File: config.mk
export PLATFORM = sky130hd
export DESIGN_NAME = lcd_controller
export DESIGN_NICKNAME = d
export VERILOG_FILES = /design/src/rtl/lcd_pkg.sv /design/src/rtl/lcd_fifo.sv /design/src/rtl/lcd_controller.sv
export SDC_FILE = /design/constraint.sdc
export NUM_CORES = 1
export LEC_CHECK = 0
export ABC_AREA = 1
export CORE_MARGIN = 8
export CORE_UTILIZATION = 55
export DETAILED_ROUTE_END_ITERATION = 8
export GPL_ROUTABILITY_DRIVEN = 0
export PLACE_DENSITY = 0.74
export SLEW_MARGIN = 5
export SYNTH_ARGS = -nofsm -noshare
export SYNTH_HDL_FRONTEND = slang
export SYNTH_SLANG_ARGS = --single-unit
File: constraint.sdc
create_clock -name clk -period 5 [get_ports clk]
set_input_delay 1 -clock clk [delete_from_list [all_inputs] [get_ports clk]]
set_output_delay 1 -clock clk [all_outputs]
set_load 0.05 [all_outputs]
File: src/rtl/lcd_pkg.sv
// Shared types and constants for the HD44780-style LCD controller:
// register map, STATUS bit layout, FSM states and the FIFO entry format.
package lcd_pkg;

  localparam logic [1:0] REG_CMD    = 2'd0;
  localparam logic [1:0] REG_DATA   = 2'd1;
  localparam logic [1:0] REG_STATUS = 2'd2;
  localparam logic [1:0] REG_RSVD   = 2'd3;

  localparam int STAT_BUSY = 7;
  localparam int STAT_FULL = 6;
  localparam int STAT_OVF  = 5;

  localparam logic [7:0] CMD_CLEAR    = 8'h01;
  localparam logic [7:0] CMD_HOME     = 8'h02;
  localparam logic [7:0] CMD_HOME_ALT = 8'h03;

  typedef enum logic [2:0] {
    ST_POWERUP,
    ST_IDLE,
    ST_SETUP,
    ST_PULSE,
    ST_HOLD,
    ST_EXEC
  } lcd_state_t;

  // "byte" is a keyword, so the payload field is called data
  typedef struct packed {
    logic       rs;
    logic [7:0] data;
  } lcd_entry_t;

  function automatic logic is_long_exec(input lcd_entry_t e);
    return !e.rs && (e.data == CMD_CLEAR || e.data == CMD_HOME || e.data == CMD_HOME_ALT);
  endfunction

  function automatic int max2(input int a, input int b);
    return (a > b) ? a : b;
  endfunction

endpackage

File: src/rtl/lcd_fifo.sv
// Synchronous FIFO of LCD entries; pushes to a full FIFO are dropped and
// pops from an empty FIFO are ignored.
module lcd_fifo
  import lcd_pkg::*;
#(
  parameter int  DEPTH = 8,
  localparam int AW    = $clog2(DEPTH),
  localparam int CW    = $clog2(DEPTH + 1)
) (
  input  logic          clk,
  input  logic          reset,
  input  logic          push,
  input  lcd_entry_t    push_entry,
  input  logic          pop,
  output lcd_entry_t    head,
  output logic          full,
  output logic          empty,
  output logic [CW-1:0] count
);

  lcd_entry_t    mem_q [DEPTH];
  lcd_entry_t    mem_d [DEPTH];
  logic [AW-1:0] wr_ptr_q, wr_ptr_d;
  logic [AW-1:0] rd_ptr_q, rd_ptr_d;
  logic [CW-1:0] count_q, count_d;
  logic          do_push, do_pop;

  assign full    = (count_q == CW'(DEPTH));
  assign empty   = (count_q == '0);
  assign count   = count_q;
  assign head    = mem_q[rd_ptr_q];
  assign do_push = push && !full;
  assign do_pop  = pop && !empty;

  // Pointers wrap naturally because DEPTH is a power of two
  always_comb begin
    mem_d    = mem_q;
    wr_ptr_d = wr_ptr_q;
    rd_ptr_d = rd_ptr_q;
    count_d  = count_q;
    if (do_push) begin
      mem_d[wr_ptr_q] = push_entry;
      wr_ptr_d        = wr_ptr_q + AW'(1);
    end
    if (do_pop) begin
      rd_ptr_d = rd_ptr_q + AW'(1);
    end
    case ({do_push, do_pop})
      2'b10:   count_d = count_q + CW'(1);
      2'b01:   count_d = count_q - CW'(1);
      default: count_d = count_q;
    endcase
  end

  always_ff @(posedge clk or negedge reset) begin
    if (!reset) begin
      for (int i = 0; i < DEPTH; i++) mem_q[i] <= '0;
      wr_ptr_q <= '0;
      rd_ptr_q <= '0;
      count_q  <= '0;
    end else begin
      mem_q    <= mem_d;
      wr_ptr_q <= wr_ptr_d;
      rd_ptr_q <= rd_ptr_d;
      count_q  <= count_d;
    end
  end

endmodule

File: src/rtl/lcd_controller.sv
// Memory-mapped character LCD controller: CPU writes are queued in a FIFO and
// an FSM replays them on the LCD pins with setup/enable/hold/exec timing.
module lcd_controller
  import lcd_pkg::*;
#(
  parameter int FIFO_DEPTH       = 8,
  parameter int POWERUP_CYCLES   = 2_500_000,
  parameter int SETUP_CYCLES     = 2,
  parameter int EN_CYCLES        = 12,
  parameter int HOLD_CYCLES      = 2,
  parameter int EXEC_CYCLES      = 2_000,
  parameter int LONG_EXEC_CYCLES = 82_000
) (
  input  logic       clk,
  input  logic       reset,
  input  logic [1:0] address,
  input  logic       chip_select,
  input  logic       wrt_en,
  input  logic [7:0] data_in,
  output logic [7:0] data_out,
  output logic       lcd_en,
  output logic       lcd_rw,
  output logic       lcd_rs,
  output logic [7:0] lcd_data,
  output logic       busy
);

  localparam int MAX_CYC = max2(max2(max2(POWERUP_CYCLES, SETUP_CYCLES), max2(EN_CYCLES, HOLD_CYCLES)),
                                max2(EXEC_CYCLES, LONG_EXEC_CYCLES));
  localparam int CNT_W   = $clog2(MAX_CYC + 1);
  localparam int FCW     = $clog2(FIFO_DEPTH + 1);

  lcd_state_t       state_q, state_d;
  logic [CNT_W-1:0] cnt_q, cnt_d;
  logic             lcd_en_q, lcd_en_d;
  logic             lcd_rs_q, lcd_rs_d;
  logic [7:0]       lcd_data_q, lcd_data_d;
  logic             ovf_q, ovf_d;
  logic [7:0]       data_out_q, data_out_d;

  logic             push, pop, fifo_full, fifo_empty;
  lcd_entry_t       push_entry, head, cur_entry;
  logic [FCW-1:0]   fifo_count;
  logic             cnt_zero, wr_hit, rd_hit;
  logic [3:0]       cnt_sat;
  logic [7:0]       status_byte;

  lcd_fifo #(.DEPTH(FIFO_DEPTH)) u_fifo (
    .clk        (clk),
    .reset      (reset),
    .push       (push),
    .push_entry (push_entry),
    .pop        (pop),
    .head       (head),
    .full       (fifo_full),
    .empty      (fifo_empty),
    .count      (fifo_count)
  );

  assign cnt_zero  = (cnt_q == '0);
  assign cur_entry = '{rs: lcd_rs_q, data: lcd_data_q};
  assign busy      = (state_q != ST_IDLE) || !fifo_empty;
  assign lcd_en    = lcd_en_q;
  assign lcd_rw    = 1'b0;
  assign lcd_rs    = lcd_rs_q;
  assign lcd_data  = lcd_data_q;
  assign data_out  = data_out_q;

  always_ff @(posedge clk or negedge reset) begin
    if (!reset) begin
      state_q    <= ST_POWERUP;
      cnt_q      <= CNT_W'(POWERUP_CYCLES - 1);
      lcd_en_q   <= 1'b0;
      lcd_rs_q   <= 1'b0;
      lcd_data_q <= 8'h00;
      ovf_q      <= 1'b0;
      data_out_q <= 8'h00;
    end else begin
      state_q    <= state_d;
      cnt_q      <= cnt_d;
      lcd_en_q   <= lcd_en_d;
      lcd_rs_q   <= lcd_rs_d;
      lcd_data_q <= lcd_data_d;
      ovf_q      <= ovf_d;
      data_out_q <= data_out_d;
    end
  end

  // One shared down-counter times every state; each transition reloads it
  always_comb begin
    state_d = state_q;
    cnt_d   = cnt_zero ? cnt_q : cnt_q - CNT_W'(1);
    pop     = 1'b0;
    case (state_q)
      ST_POWERUP: if (cnt_zero) state_d = ST_IDLE;
      ST_IDLE: begin
        if (!fifo_empty) begin
          pop     = 1'b1;
          state_d = ST_SETUP;
          cnt_d   = CNT_W'(SETUP_CYCLES - 1);
        end
      end
      ST_SETUP: begin
        if (cnt_zero) begin
          state_d = ST_PULSE;
          cnt_d   = CNT_W'(EN_CYCLES - 1);
        end
      end
      ST_PULSE: begin
        if (cnt_zero) begin
          state_d = ST_HOLD;
          cnt_d   = CNT_W'(HOLD_CYCLES - 1);
        end
      end
      ST_HOLD: begin
        if (cnt_zero) begin
          state_d = ST_EXEC;
          cnt_d   = is_long_exec(cur_entry) ? CNT_W'(LONG_EXEC_CYCLES - 1) : CNT_W'(EXEC_CYCLES - 1);
        end
      end
      ST_EXEC:  if (cnt_zero) state_d = ST_IDLE;
      default:  state_d = ST_IDLE;
    endcase
  end

  // RS/DATA latch only on the pop so they stay stable for the whole transfer
  always_comb begin
    lcd_en_d   = (state_d == ST_PULSE);
    lcd_rs_d   = lcd_rs_q;
    lcd_data_d = lcd_data_q;
    if (pop) begin
      lcd_rs_d   = head.rs;
      lcd_data_d = head.data;
    end
  end

  assign cnt_sat = (int'(fifo_count) > 15) ? 4'hF : 4'(fifo_count);

  always_comb begin
    status_byte            = 8'h00;
    status_byte[STAT_BUSY] = busy;
    status_byte[STAT_FULL] = fifo_full;
    status_byte[STAT_OVF]  = ovf_q;
    status_byte[3:0]       = cnt_sat;
  end

  // A dropped push wins over a same-cycle STATUS read clearing overflow
  always_comb begin
    wr_hit     = chip_select && wrt_en;
    rd_hit     = chip_select && !wrt_en;
    push       = wr_hit && (address == REG_CMD || address == REG_DATA);
    push_entry = '{rs: (address == REG_DATA), data: data_in};
    ovf_d      = ovf_q;
    if (rd_hit && address == REG_STATUS) ovf_d = 1'b0;
    if (push && fifo_full) ovf_d = 1'b1;
    data_out_d = data_out_q;
    if (rd_hit) begin
      data_out_d = (address == REG_STATUS) ? status_byte : 8'h00;
    end
  end

endmodule

==> reports/results.txt <==
most used cell along the critical path -> nor2_1
root buffer cell -> clkbuf_16
fin cells -> 933
diode count -> 0
Yosys top cell by area -> dfrtp_1
synthesized area -> 6410 µm²
startpoint types -> flop
placed cells -> 901
EDFF count, synth -> 0
crit path max-delay cell type -> clkdlybuf4s50_1
drt first pass iters -> 5
Final ANT Viol Nets -> 0
Crit path required time -> 4.00 ns
post-cts resize count -> 0
global-route wire length before repair -> 25,500 µm
Leakage Power -> 3.44 nW
ratio of cells with drive above 1 in the final layout -> 13.3%
number of core rows -> 39
drt wl/cell -> 16.0 µm
delay-heaviest family, CP -> buffers and inverters
maximum fanout along the worst path -> 6
Clock transition at path regs -> 0.06 ns
Die ar. -> 15,400 µm²
ranking of synthesized cells by area -> dfrtp_1 (44%), nand2_1 (9.5%), nor2_1 (6.2%)
vias post-DR -> 5,285
Worst-Margin Slew -> 0.880 ns
grt ovf -> 0
CTS Sinks -> 125
RSZ-0062 raised after global routing -> no
CTS tree -> done
CTS buffer count -> 17
met2 wire length -> 7260 µm
met3 wire len -> 705 µm
Max Used Layer -> met4
IO Count -> 34
clk buf depth -> 2
CP Capture Type -> output port
Starting Density -> 56.1%
sequential area share after synthesis -> 49.1%
status -> finished, final reports clean
H-tree levels -> 4
Post-CTS Setup Bufs -> 0
period utilisation layout -> 62.9%
Synth Warn # -> 0
fmax -> 318 MHz
VDD IR max -> 0.397 mV
max-slew violation count -> 0
CP cell instances -> nor2_1, nand2_1, nor2_1, nand2_2, clkdlybuf4s50_1
most common library cells after synthesis -> nand2_1 (162), dfrtp_1 (113), nor2_1 (106)
synthesized area per cell -> 8.52 µm²
Synth cell types -> 45
Post-CTS Hold Buffers -> 0
async set-reset flop share out of synthesis -> 100%
Fin. Hold Viols -> 0
post-layout min period -> 3.14 ns
critical path type -> reg2out
die height -> 124 µm
skew final -> 0.00805 ns
Die Span X -> 124 µm
buffers and inverters on the worst path -> 1
area growth from synthesis to layout -> 14.4%
total power density per cell area -> 676 nW/µm²
initial antenna violation count -> 0
Yosys reg bits -> 125
drt total wl -> 15,000 µm
Synth Flop Type -> dfrtp_1
internal reg-to-reg setup slack -> 2.24 ns
DRT iter0 DRCs -> 497
post-synth top area share -> 44.1%
worst relative slew slack -> 41.3%
DP Wirelength -> 9900 µm
port bufs -> 31
Max Cap Viol -> 0
clock latency on the worst-skew pair -> 0.42 ns
post-synthesis instance total -> 752
sum of negative setup slack -> 0 ns
Final #Nets -> 800
All-Layer GR Usage -> 21.3%
Core Box Area -> 11,400 µm²
pin count of the biggest net entering global routing -> 60
Metal-1 WL -> 6710 µm
Hold WC Path Type -> reg2reg
Setup Viol. Count Final -> 0
CP peak stage delay -> 0.73 ns
count leader, synth -> nand2_1
vias in the first global route -> 5,253
vias per cell -> 5.66
DRC viols -> 0
crit path DAT -> 2.14 ns
[layout by cell type, fill, tap and decap left out, types with 2 or more instances in the layout]
| cell | synthesis | final |
|---|---|---|
| nand3b_1 | 2 | 2 |
| buf_4 | 3 | 4 |
| dfrtp_1 | 113 | 113 |
| nor2_1 | 106 | 106 |
| nor2_2 | 5 | 5 |
| nand4_4 | 7 | 7 |
| o21ai_1 | 66 | 66 |
| nand2_1 | 162 | 162 |
| nor3_1 | 5 | 5 |
| inv_2 | 9 | 9 |
| o221ai_1 | 4 | 4 |
| o211ai_1 | 16 | 16 |
| ha_1 | 8 | 8 |
| or2_2 | 2 | 2 |
| o22ai_1 | 5 | 5 |
| clkinv_1 | 2 | 2 |
| clkinv_2 | 0 | 5 |
| nand4_1 | 5 | 5 |
| nand3_2 | 3 | 3 |
| xor2_1 | 11 | 11 |
| nand2_2 | 3 | 3 |
| a21oi_1 | 6 | 6 |
| dfstp_2 | 12 | 12 |
| o21ai_2 | 21 | 21 |
| inv_1 | 46 | 46 |
| clkbuf_16 | 0 | 17 |
| clkbuf_8 | 0 | 3 |
| nand3_1 | 29 | 29 |
| clkinv_4 | 1 | 3 |
| o21ai_0 | 57 | 57 |
| conb_1 | 1 | 2 |
| clkdlybuf4s50_1 | 0 | 30 |
| xnor2_1 | 5 | 5 |
| bufinv_16 | 0 | 3 |
[registers in the layout, indices dropped and copies added, names as in the netlist, 3 cells and up]
| name | flops |
|---|---|
| data_out | 7 |
| lcd_data | 8 |
| u_fifo.rd_ptr_q | 3 |
| u_fifo.count | 4 |
| cnt_q | 22 |
| state_q | 3 |
| u_fifo.mem_q | 72 |
| u_fifo.wr_ptr_q | 3 |
[kinds of logic (layout without fill, tap and decap cells)]
family | after synthesis | after routing | synth area share (%)
compound gates | 179 | 179 | 16.5
xor+xnor | 16 | 16 | 2.19
simple gates | 333 | 333 | 23.5
flops | 125 | 125 | 49.1
buf+inv | 88 | 125 | 6.68
mux | 1 | 1 | 0.176
fa+ha+maj | 9 | 9 | 1.87
other cells | 1 | 2 | 0.0585
[worst register-to-register path: stages (launching register included)]
cell and delay [ns]:
dfrtp_1 0.41, nor2_1 0.18, nand2_1 0.14, o21ai_4 0.35
inv_4 0.18, ha_1 0.30, ha_1 0.34, a21oi_1 0.17
o21ai_0 0.14, xor2_1 0.16, mux2_2 0.27
[final timing paths]
| check | start | to | cells after the start |
|---|---|---|---|
| worst max-delay path | u_fifo.count[0]$_DFFE_PN0P_ | busy | 5 |
| worst min-delay path | u_fifo.mem_q[63]$_DFFE_PN0P_ | u_fifo.mem_q[63]$_DFFE_PN0P_ | 2 |
| worst max register to register | u_fifo.count[0]$_DFFE_PN0P_ | u_fifo.count[3]$_DFFE_PN0P_ | 10 |
| worst min register to register | u_fifo.mem_q[63]$_DFFE_PN0P_ | u_fifo.mem_q[63]$_DFFE_PN0P_ | 2 |
| max in group asynchronous | reset | cnt_q[10]$_DFF_PN1_ | 2 |
| min in group asynchronous | reset | data_out[2]$_DFFE_PN0P_ | 1 |
[per-layer routing]
layer | up-vias | GRT usage (%)
met5 | - | 0
met4 | 0 | 9.00
met3 | 23 | 4.40
met2 | 145 | 34.9
met1 | 2556 | 27.0
li1 | 2561 | -
[power by group]
part	leakage [nW]	internal, mW	switching (mW)	total (mW)
Sequential	1.61	1.45	0.351	1.80
Clock	0.303	0.819	0.435	1.25
Combinational	1.53	0.663	1.24	1.90
Total	3.44	2.93	2.03	4.96
[stage by stage]
step / util [%] / worst slack [ns] / cell area [µm²] / total power [mW] / hold WS [ns]
final: 64.2 / 1.86 / 7330 / 4.96 / 0.481
after CTS: 64.2 / 1.84 / 7330 / 4.96 / 0.482
after detailed placement: 58.9 / 1.64 / 6720 / 3.68 / 0.468
after floorplan: - / 2.45 / 6410 / 3.21 / 0.450
after global placement: 58.9 / 1.81 / 6720 / 3.60 / 0.458
after global routing: 64.2 / 1.76 / 7330 / 5.33 / 0.497
[area by class of cell]
type / count / area (µm²)
well taps: 143 / 179
multi-input cells: 540 / 2840
fillers: 950 / 4090
inverters: 59 / 229
clock buffers: 21 / 470
clock inverters: 11 / 140
flip-flops and latches: 125 / 3140
repair buffers: 34 / 330
Note: power is estimated with default switching activity, not from simulation.
==> RTL edit: new RTL, same settings <==
Set the parameter `POWERUP_CYCLES` to 10_000_000 (it was 2_500_000).
--- a/src/rtl/lcd_controller.sv
+++ b/src/rtl/lcd_controller.sv
@@ -4,7 +4,7 @@
   import lcd_pkg::*;
 #(
   parameter int FIFO_DEPTH       = 8,
-  parameter int POWERUP_CYCLES   = 2_500_000,
+  parameter int POWERUP_CYCLES   = 10_000_000,
   parameter int SETUP_CYCLES     = 2,
   parameter int EN_CYCLES        = 12,
   parameter int HOLD_CYCLES      = 2,
Function: no difference found for any inputs over 10 cycles, from zero or initial values and one cycle with reset low; that may be too few to reach the edited logic, so the function may still have changed.
==> RTL edit against the original RTL <==
Cell area fell by 0.99%. Clock skew is 1.9 ps lower. Worst setup slack improved by 33 ps. Sequential cell count increased by 2. Wire length increased by 1.8%. Area after synthesis about the same.
Power is not compared: it rests on default switching activity, and its combinational part moved more than twofold at a synthesized area within 25%.
==> RTL edit: results (changes against the original RTL) <==
* M1 GR Usage at 27.2% (+0.21 points)
* Total track usage at 21.2% (-0.077 points)
* Fin Clk Skew at 6.14 ps (-1.91 ps)
* Maximum number of pins on one net before global-route repair at 54 (-10%)
* Asr flop ratio synth at 100% (unchanged)
* CP Launch Point: u_fifo.count[0]$_DFFE_PN0P_
* Post-synth top cells: 155 x nand2_1, 113 x dfrtp_1, 110 x nor2_1
* CP Data Arrival Time at 2110 ps (-30 ps)
* Synth top area cells: dfrtp_1 44%, nand2_1 9.1%, o21ai_0 8.1%, nor2_1 6.4%, dfstp_2 5.7%
* Root Buffer: clkbuf_16
* DP Wirelength at 10,100 um (+2.2%)
* Vias per cell at 5.61 (-0.88%)
* Routed WL at 15,200 um (+1.8%)
* CTS buffer count at 17 (unchanged)
* Initial drt markers at 535 (+7.6%)
* I/O Buffers at 31 (unchanged)
* Worst hold path type: flop to flop
* RR Startpoint: state_q[2]$_DFF_PN0_
* Static Leak at approximately 3.3 nW
* Peak supply drop at roughly 380 uV
* Clock Path Buffers at 2 (unchanged)
* Clock Latency Late Sink at 420 ps (about the same)
* First-pass GRT wire length at 25,100 um (-1.4%)
* Psw at slightly below 1 mW
* Synth cell types at 49 (+8.9%)
* Clk slew on worst S/H paths at 60 ps (about the same)
* Ant diodes at 0 (unchanged)
* Min-delay src: u_fifo.mem_q[19]$_DFFE_PN0P_
* Met3 Resource Use GR at 6.75% (+2.4 points)
* Post-CTS Setup Bufs at 0 (unchanged)
* Share of post-route cells with drive strength above 1 at 9.76% (-3.5 points)
* Vias in the first global route at 5,033 (-4.2%)
* Initial antenna violation count at 0 (unchanged)
* DR pass1 iterations at 5 (unchanged)
* Nets at 799 (-0.13%)
* Reg with most FFs: u_fifo.mem_q
* Resized cells post-CTS at 0 (unchanged)
* Synth warn at 0 (unchanged)
* CTS H-tree depth at 4 (unchanged)
* Post-synthesis sequential area ratio at 49.9% (+0.86 points)
* Max reg flops at 72 (unchanged)
* Worst-path fanout max at 4 (-2)
* Status: finished, final reports clean
* Met2 usage at 33.2% (-1.7 points)
* Slew @ Worst Pin at 1210 ps (+326 ps)
-- RTL edit: area by class of cell --
class                           count  area (um^2)
Fill cell                         991         4110
Sequential cell                   127         3200
Multi-Input combinational cell    538         2800
Clock buffer                       22          464
Timing Repair Buffer               34          330
Inverter                           58          223
Tap cell                          143          179
Clock inverter                     10         63.8
-- RTL edit: worst max-delay path, cell delays in order (launching register included) --
cell and delay, ps:
dfrtp_1 430, nor2_1 160, nand3_1 80, inv_1 160
nand2_1 140, clkdlybuf4s50_1 730
-- RTL edit: power groups by stage --
| stage | Clock, mW | Combinational [mW] | Sequential [mW] |
|---|---|---|---|
| final | 1.10 | 0.548 | 1.50 |
| after floorplan | 0 | 0.422 | 1.47 |
| after detailed placement | 0 | 0.551 | 1.51 |
| after CTS | 1.12 | 0.554 | 1.50 |
| after global routing | 1.17 | 0.632 | 1.53 |
| after global placement | 0 | 0.521 | 1.49 |
-- RTL edit: logic make-up after synthesis --
logic type | share of synthesized area, %
and+or+nand+nor | 23.4
AOI/OAI and AO/OA | 15.8
DFF | 49.9
buffers and inverters | 6.35
xor gates and xnor gates | 2.05
adders and majority gates | 1.88
muxes | 0.625
other | 0.0586
-- RTL edit: path summary, 6_finish.rpt --
kind	endpoint	slack (ps)	cells after the start
max	busy	1890	5
max in group asynchronous	cnt_q[19]$_DFF_PN1_	3390	2
min in group asynchronous	data_out[2]$_DFFE_PN0P_	630	1
min	u_fifo.mem_q[19]$_DFFE_PN0P_	480	2
min reg2reg	u_fifo.mem_q[19]$_DFFE_PN0P_	480	2
max reg2reg	u_fifo.count[3]$_DFFE_PN0P_	2320	12
-- RTL edit: metrics by stage --
stage / hold WS (ps) / power [mW] / setup WS, ps / cells / instance area (um^2)
floorplan: 447 / 1.89 / 2420 / 751 / 6410
finish: 477 / 3.14 / 1890 / 932 / 7260
global placement: 460 / 2.01 / 1720 / 900 / 6730
detailed placement: 469 / 2.06 / 1650 / 900 / 6730
global route: 496 / 3.33 / 1770 / 932 / 7260
CTS: 483 / 3.17 / 1870 / 932 / 7260
-- RTL edit: metal layers --
layer / wire, um / part of all wire, % / up-vias
li1: - / - / 2546
met1: 6800 / 45 / 2501
met2: 7160 / 47 / 165
met3: 1020 / 6.7 / 21
met4: 243 / 1.6 / 0
met5: 0 / 0 / -
